[config.mk]
export PLATFORM = sky130hd
export DESIGN_NAME = sad_search_ctrl
export DESIGN_NICKNAME = d
export VERILOG_FILES = /design/src/rtl/sad_search_ctrl.sv
export SDC_FILE = /design/constraint.sdc
export NUM_CORES = 1
export LEC_CHECK = 0
export BUFFER_PORTS_ARGS = -buffer_cell sky130_fd_sc_hd__buf_2
export CAP_MARGIN = 25
export CORE_MARGIN = 2
export CORE_UTILIZATION = 45
export CTS_BUF_LIST = sky130_fd_sc_hd__clkbuf_2
export CTS_CLUSTER_DIAMETER = 120
export DETAILED_ROUTE_END_ITERATION = 6
export HOLD_SLACK_MARGIN = 0.1
export PLACE_DENSITY_LB_ADDON = 0.2
export SLEW_MARGIN = 0
export SYNTH_ARGS = -nofsm -noshare
export SYNTH_HDL_FRONTEND = slang
export SYNTH_SLANG_ARGS = --single-unit
[constraint.sdc]
create_clock -name Clk -period 3.1 [get_ports Clk]
set_input_delay 0.155 -clock Clk [delete_from_list [all_inputs] [get_ports Clk]]
set_output_delay 0.155 -clock Clk [all_outputs]
set_load 0.005 [all_outputs]
[src/rtl/sad_search_ctrl.sv]
// SAD motion-search sequencer: issues every candidate block position in
// raster order, collects one SAD per candidate and keeps the best match.
module sad_search_ctrl #(
    parameter int FRAME_W = 64,
    parameter int FRAME_H = 64,
    parameter int BLK_W   = 4,
    parameter int BLK_H   = 4,
    parameter int SAD_W   = 8,
    parameter int TIMEOUT = 255
) (
    input  logic             Clk,
    input  logic             Rst,
    input  logic             Start,
    output logic             Busy,
    output logic             Done,
    output logic             Err,
    output logic             CandValid,
    input  logic             CandReady,
    output logic [12:0]      CandPlace,
    input  logic             SadValid,
    input  logic [SAD_W-1:0] SadIn,
    output logic [5:0]       X,
    output logic [5:0]       Y,
    output logic [SAD_W-1:0] BestSad
);

    localparam int TW = $clog2(TIMEOUT + 1);
    localparam logic [5:0]    XLAST = 6'(FRAME_W - BLK_W);
    localparam logic [5:0]    YLAST = 6'(FRAME_H - BLK_H);
    localparam logic [TW-1:0] TLAST = TW'(TIMEOUT - 1);

    typedef enum logic [1:0] {
        S_IDLE,
        S_ISSUE,
        S_WAIT,
        S_DONE
    } state_t;

    state_t state, state_n;

    logic [5:0]       xc, yc, xc_n, yc_n;
    logic [TW-1:0]    tmr, tmr_n;
    logic             busy_n, done_n, err_n, cv_n;
    logic [12:0]      place_n;
    logic [5:0]       x_n, y_n;
    logic [SAD_W-1:0] best_n;

    logic       accept, last, expire, take, xwrap;
    logic [5:0] xadv, yadv;

    function automatic logic [12:0] place_of(input logic [5:0] px,
                                             input logic [5:0] py);
        return 13'(py) * 13'(FRAME_W) + 13'(px);
    endfunction

    assign accept = (state == S_ISSUE) && CandReady;
    assign last   = (xc == XLAST) && (yc == YLAST);
    assign expire = !SadValid && (tmr == TLAST);
    // Strict compare: the earliest candidate keeps a tie.
    assign take   = ((xc == 6'd0) && (yc == 6'd0)) || (SadIn < BestSad);
    assign xwrap  = (xc == XLAST);
    assign xadv   = xwrap ? 6'd0 : xc + 6'd1;
    assign yadv   = xwrap ? yc + 6'd1 : yc;

    always_ff @(posedge Clk or posedge Rst) begin
        if (Rst) begin
            state     <= S_IDLE;
            xc        <= '0;
            yc        <= '0;
            tmr       <= '0;
            Busy      <= 1'b0;
            Done      <= 1'b0;
            Err       <= 1'b0;
            CandValid <= 1'b0;
            CandPlace <= '0;
            X         <= '0;
            Y         <= '0;
            BestSad   <= '0;
        end else begin
            state     <= state_n;
            xc        <= xc_n;
            yc        <= yc_n;
            tmr       <= tmr_n;
            Busy      <= busy_n;
            Done      <= done_n;
            Err       <= err_n;
            CandValid <= cv_n;
            CandPlace <= place_n;
            X         <= x_n;
            Y         <= y_n;
            BestSad   <= best_n;
        end
    end

    always_comb begin
        state_n = state;
        unique case (state)
            S_IDLE: begin
                if (Start)
                    state_n = S_ISSUE;
            end
            S_ISSUE: begin
                if (accept)
                    state_n = S_WAIT;
            end
            S_WAIT: begin
                if (SadValid)
                    state_n = last ? S_DONE : S_ISSUE;
                else if (expire)
                    state_n = S_DONE;
            end
            S_DONE: begin
                state_n = S_IDLE;
            end
            default: begin
                state_n = S_IDLE;
            end
        endcase
    end

    always_comb begin
        xc_n    = xc;
        yc_n    = yc;
        tmr_n   = tmr;
        err_n   = Err;
        place_n = CandPlace;
        x_n     = X;
        y_n     = Y;
        best_n  = BestSad;
        busy_n  = (state_n != S_IDLE);
        done_n  = (state_n == S_DONE);
        cv_n    = (state_n == S_ISSUE);
        unique case (state)
            S_IDLE: begin
                if (Start) begin
                    xc_n    = '0;
                    yc_n    = '0;
                    err_n   = 1'b0;
                    place_n = '0;
                    x_n     = '0;
                    y_n     = '0;
                    best_n  = '1;
                end
            end
            S_ISSUE: begin
                if (accept)
                    tmr_n = '0;
            end
            S_WAIT: begin
                tmr_n = tmr + 1'b1;
                if (SadValid) begin
                    if (take) begin
                        x_n    = xc;
                        y_n    = yc;
                        best_n = SadIn;
                    end
                    if (!last) begin
                        xc_n    = xadv;
                        yc_n    = yadv;
                        place_n = place_of(xadv, yadv);
                    end
                end else if (expire) begin
                    err_n = 1'b1;
                end
            end
            default: begin
            end
        endcase
    end

endmodule

==> out/qor.log <==
[global_routing] Overall Global Routing Usage 19.0%
[worst_setup_path] Critical Path Fanout Max 14
[power] share of power burned in the clock network 14.2%
[power] internal cell power 1.02 mW
[sta] final critical delay including setup and external delays 2.30 ns
[route] Antenna Nets Post-Route 0
[sta] Final Hold Fails 0
[synthesis] Synth async-reset ratio 100%
[worst_setup_path] worst flop-to-flop path startpoint xc[0]$_DFFE_PP0P_
[worst_setup_path] start point of the critical path xc[0]$_DFFE_PP0P_
[global_routing] largest net degree at the start of global routing 47
[worst_setup_path] register-to-register path setup slack 0.80 ns
[worst_setup_path] Worst Path Arrival 2.60 ns
[cts] latest clock arrival within the worst-skew pair 0.40 ns
[synthesis] Mapped Area 2410 um^2
[route] via count 1982
[cells_and_area] synthesis-to-layout area growth 19.0%
[cts] level count of the clock H-tree 2
[die] DIE HEIGHT 77.2 um
[cells_and_area] final-stage net count 334
[die] total die area 5960 um^2
[route] routed length on met2 2480 um
[die] x dimension of the die 77.2 um
[synthesis] synth unique cells 49
[hold_path] class of the most critical hold timing path primary input to flip-flop
[synthesis] synthesized instance count 250
[worst_setup_path] type of element capturing the critical path flip-flop
[sta] portion of the clock cycle consumed by the worst path in the final layout 74.1%
[synthesis] Most used DFF post-synth dfrtp_1
[power] power density normalized to cell area 573 nW/um^2
[power] combinational cell fraction of total power 38.6%
[route] number of vias per cell 5.23
[power] power consumption 1.65 mW
[die] number of core rows 26
[status] result of the run finished, final reports clean
[cells_and_area] total area of multi-input combinational cells 1140 um^2
[synthesis] Synth Register Bits 46
[global_routing] first-pass GRT wire length 9030 um
[route] Post-Route WL 5320 um
[die] effective utilization at floorplan 46.9%
[route] total DRC errors in the routed layout 0
[cells_and_area] layout cell share with drive strength beyond 1 23.6%
[route] routed wl met3 176 um
[worst_setup_path] Worst Path Required 3.41 ns
[hold_path] hold path start Start
[route] Initial DRT Pass Iterations 4
[worst_setup_path] number of cells on the worst reg-to-reg path 7
[flow_run] reported max-cap violation count 0
[cts] CTS sink cnt 46
[sta] worst slew margin relative to its limit 58.2%
[route] routed length per placed instance 14.0 um
[sta] Peak Freq 435 MHz
[route] uppermost routed layer met4
[synthesis] number of synthesis warnings 0
[die] ports placed on the boundary 50
[worst_setup_path] Critical Setup Path Class flip-flop to flip-flop
[worst_setup_path] peak per-stage delay on the critical path 0.47 ns
[global_routing] remaining global-route overflow 0
[cts] maximum clock path buffer count 2
[route] 1st-iter DRT viols 92
[cells_and_area] filler cell count 496
[place] total cell area at the placement stage 2700 um^2
[sta] setup TNS after final layout 0 ns
[sta] Setup violations, final 0
[synthesis] count of flip-flops with a built-in enable after synthesis 0
[place] count of input and output buffers 48
[worst_setup_path] crit path cell chain inv_1, ha_1, or4b_4, nor4_4, buf_4, nor2_2, mux2_1
[worst_setup_path] worst flop-to-flop path endpoint X[4]$_DFFE_PP0P_
[place] final RePlAce weighted congestion 0.777
[sta] transition time at the pin with the least slew margin 0.626 ns
[die] Placeable Area 5140 um^2
[route] DRT met1 WL 2590 um
[sta] unrepaired setup endpoints after global routing false
[power] net switching power 0.625 mW
[hold_path] endpoint with the worst hold slack state[0]$_DFF_PP0_
[power] fraction of power consumed by sequential logic 47.2%
[synthesis] number of nets produced by synthesis 276
[cells_and_area] Antenna diodes 0
[worst_setup_path] cell at the slowest stage of the critical path dfrtp_1
[cts] library cell used as clock root buffer clkbuf_2
[hold_path] cell depth of the worst min-delay path 5
[sta] Clock Skew 0.0158 ns
[place] HPWL after detailed placement 3640 um
[worst_setup_path] gate family responsible for the most delay along the worst path simple AND/OR/NAND/NOR gates
[cts] cts bufs inserted 5
[worst_setup_path] Worst setup SP type flip-flop
[synthesis] mean cell area of the mapped netlist 9.64 um^2
[power] static leakage 1.38 nW
[cells_and_area] register area 1150 um^2
[power] maximum ir drop on the vdd rail 406 uV
[cts] Clock transition at path regs 0.20 ns
[global_routing] number of antenna violations at the first check in global routing 0
[cells_and_area] Finished Cell Area 2870 um^2
[sta] number of max-slew violations in the final report 0
[cts] post-cts resize count 0
[cts] TritonCTS clock tree yes
[power] share of total power consumed by net switching 38.0%
[global_routing] via count of the first global-routing pass 1852
[synthesis] sequential area share after synthesis 47.7%
[worst_setup_path] Buf/Inv on CP 2
-- per-layer routing --
metal	global-route usage [%]	vias up
met5	0	-
met4	6.25	0
met3	4.24	5
met2	29.4	40
met1	26.5	938
li1	-	999
-- tightest hold or removal path: stages --
cell	delay, ns
buf_2	0.09
o21ai_0	0.07
nor2_1	0.09
a21oi_1	0.08
inv_1	0.05
-- kinds of logic (layout without fill, tap and decap cells) --
logic type / after synthesis / after routing / share of synthesized area [%]
simple gates: 99 / 99 / 22.2
compound gates: 58 / 58 / 15.7
flops: 46 / 46 / 47.7
buf+inv: 27 / 86 / 5.03
fa+ha+maj: 13 / 13 / 6.75
xor+xnor: 3 / 3 / 1.09
mux: 3 / 3 / 1.35
other cells: 1 / 1 / 0.156
-- final cells by class --
cell class                 count  share of cell area (%)
clock inverter                 2                   0.305
inverter                      15                    1.96
sequential                    46                    40.1
timing repair buffer          63                    13.7
multi-input combinational    177                    39.8
clock buffer                   6                    1.05
tap                           70                    3.05
-- how the worst max path moves through the flow --
stage	slack [ns]	depth (start not counted)	to
floorplan	1.07	8	X[2]$_DFFE_PP0P_
global placement	0.90	7	X[4]$_DFFE_PP0P_
detailed placement	0.83	7	X[4]$_DFFE_PP0P_
CTS	0.80	7	X[4]$_DFFE_PP0P_
global route	0.69	7	X[4]$_DFFE_PP0P_
finish	0.80	7	X[4]$_DFFE_PP0P_
-- power groups by stage --
stage	Combinational, mW	Sequential [mW]	Clock (mW)
5_1_grt	0.719	0.793	0.275
4_1_cts	0.640	0.776	0.246
6_report	0.635	0.776	0.234
2_1_floorplan	0.441	0.783	0
3_3_place_gp	0.619	0.784	0
3_5_place_dp	0.627	0.787	0
-- sequential cells by signal, indices dropped and copies added, names as in the netlist --
| register | count |
|---|---|
| BestSad | 8 |
| tmr | 8 |
| X | 6 |
| Y | 6 |
| xc | 5 |
| yc | 5 |
| CandPlace | 2 |
| state | 2 |
| Busy | 1 |
| CandValid | 1 |
| Done | 1 |
| Err | 1 |
-- synthesized netlist by cell type, types with 2 or more instances --
cell      count  share of area (%)
dfrtp_1      46                 48
nand2_1      27                4.2
o21ai_0      24                5.0
nand3_1      17                3.5
inv_1        15                2.3
nor2_1       14                2.2
ha_1         13                6.7
or3_1        11                2.9
a21oi_1      10                2.1
o22a_1        8                2.9
clkbuf_1      5               0.78
nand4_1       5                1.3
o22ai_1       4                1.0
or3b_2        4                1.5
buf_2         3               0.62
nor2b_1       3               0.78
nor3_1        3               0.62
a21o_1        2               0.62
a31oi_1       2               0.52
and2_1        2               0.52
buf_4         2               0.62
nand2b_1      2               0.52
xor2_1        2               0.73
-- layout by cell type, fill, tap and decap left out, drive strengths merged, types with 2 or more instances in the layout --
master	count
o21ai	25
or3b	5
nor4	2
dlygate4sd3	11
nand3	17
and2	2
a21o	2
xor2	2
nand4	5
o22ai	4
ha	13
mux2	2
or4	2
nor3	3
or3	11
clkinv	2
dfrtp	46
clkbuf	6
nor2b	3
nor2	15
nand2	27
inv	15
o22a	8
a31oi	3
a21oi	10
nand2b	2
buf	52
-- per-stage QoR --
step	util, %	setup WS, ns	instances	hold slack (ns)
4_1_cts	55.3	0.804	377	0.134
5_1_grt	55.8	0.692	379	0.151
2_1_floorplan	-	1.07	250	0.303
3_5_place_dp	52.6	0.831	359	0.417
6_report	55.8	0.804	379	0.158
3_3_place_gp	52.6	0.899	359	0.411
-- repair_timing --
action	CTS	global route
endpoints found under the hold margin	55	1
buffers inserted	0	0
hold buffers	10	1
Note: power is estimated with default switching activity, not from simulation.
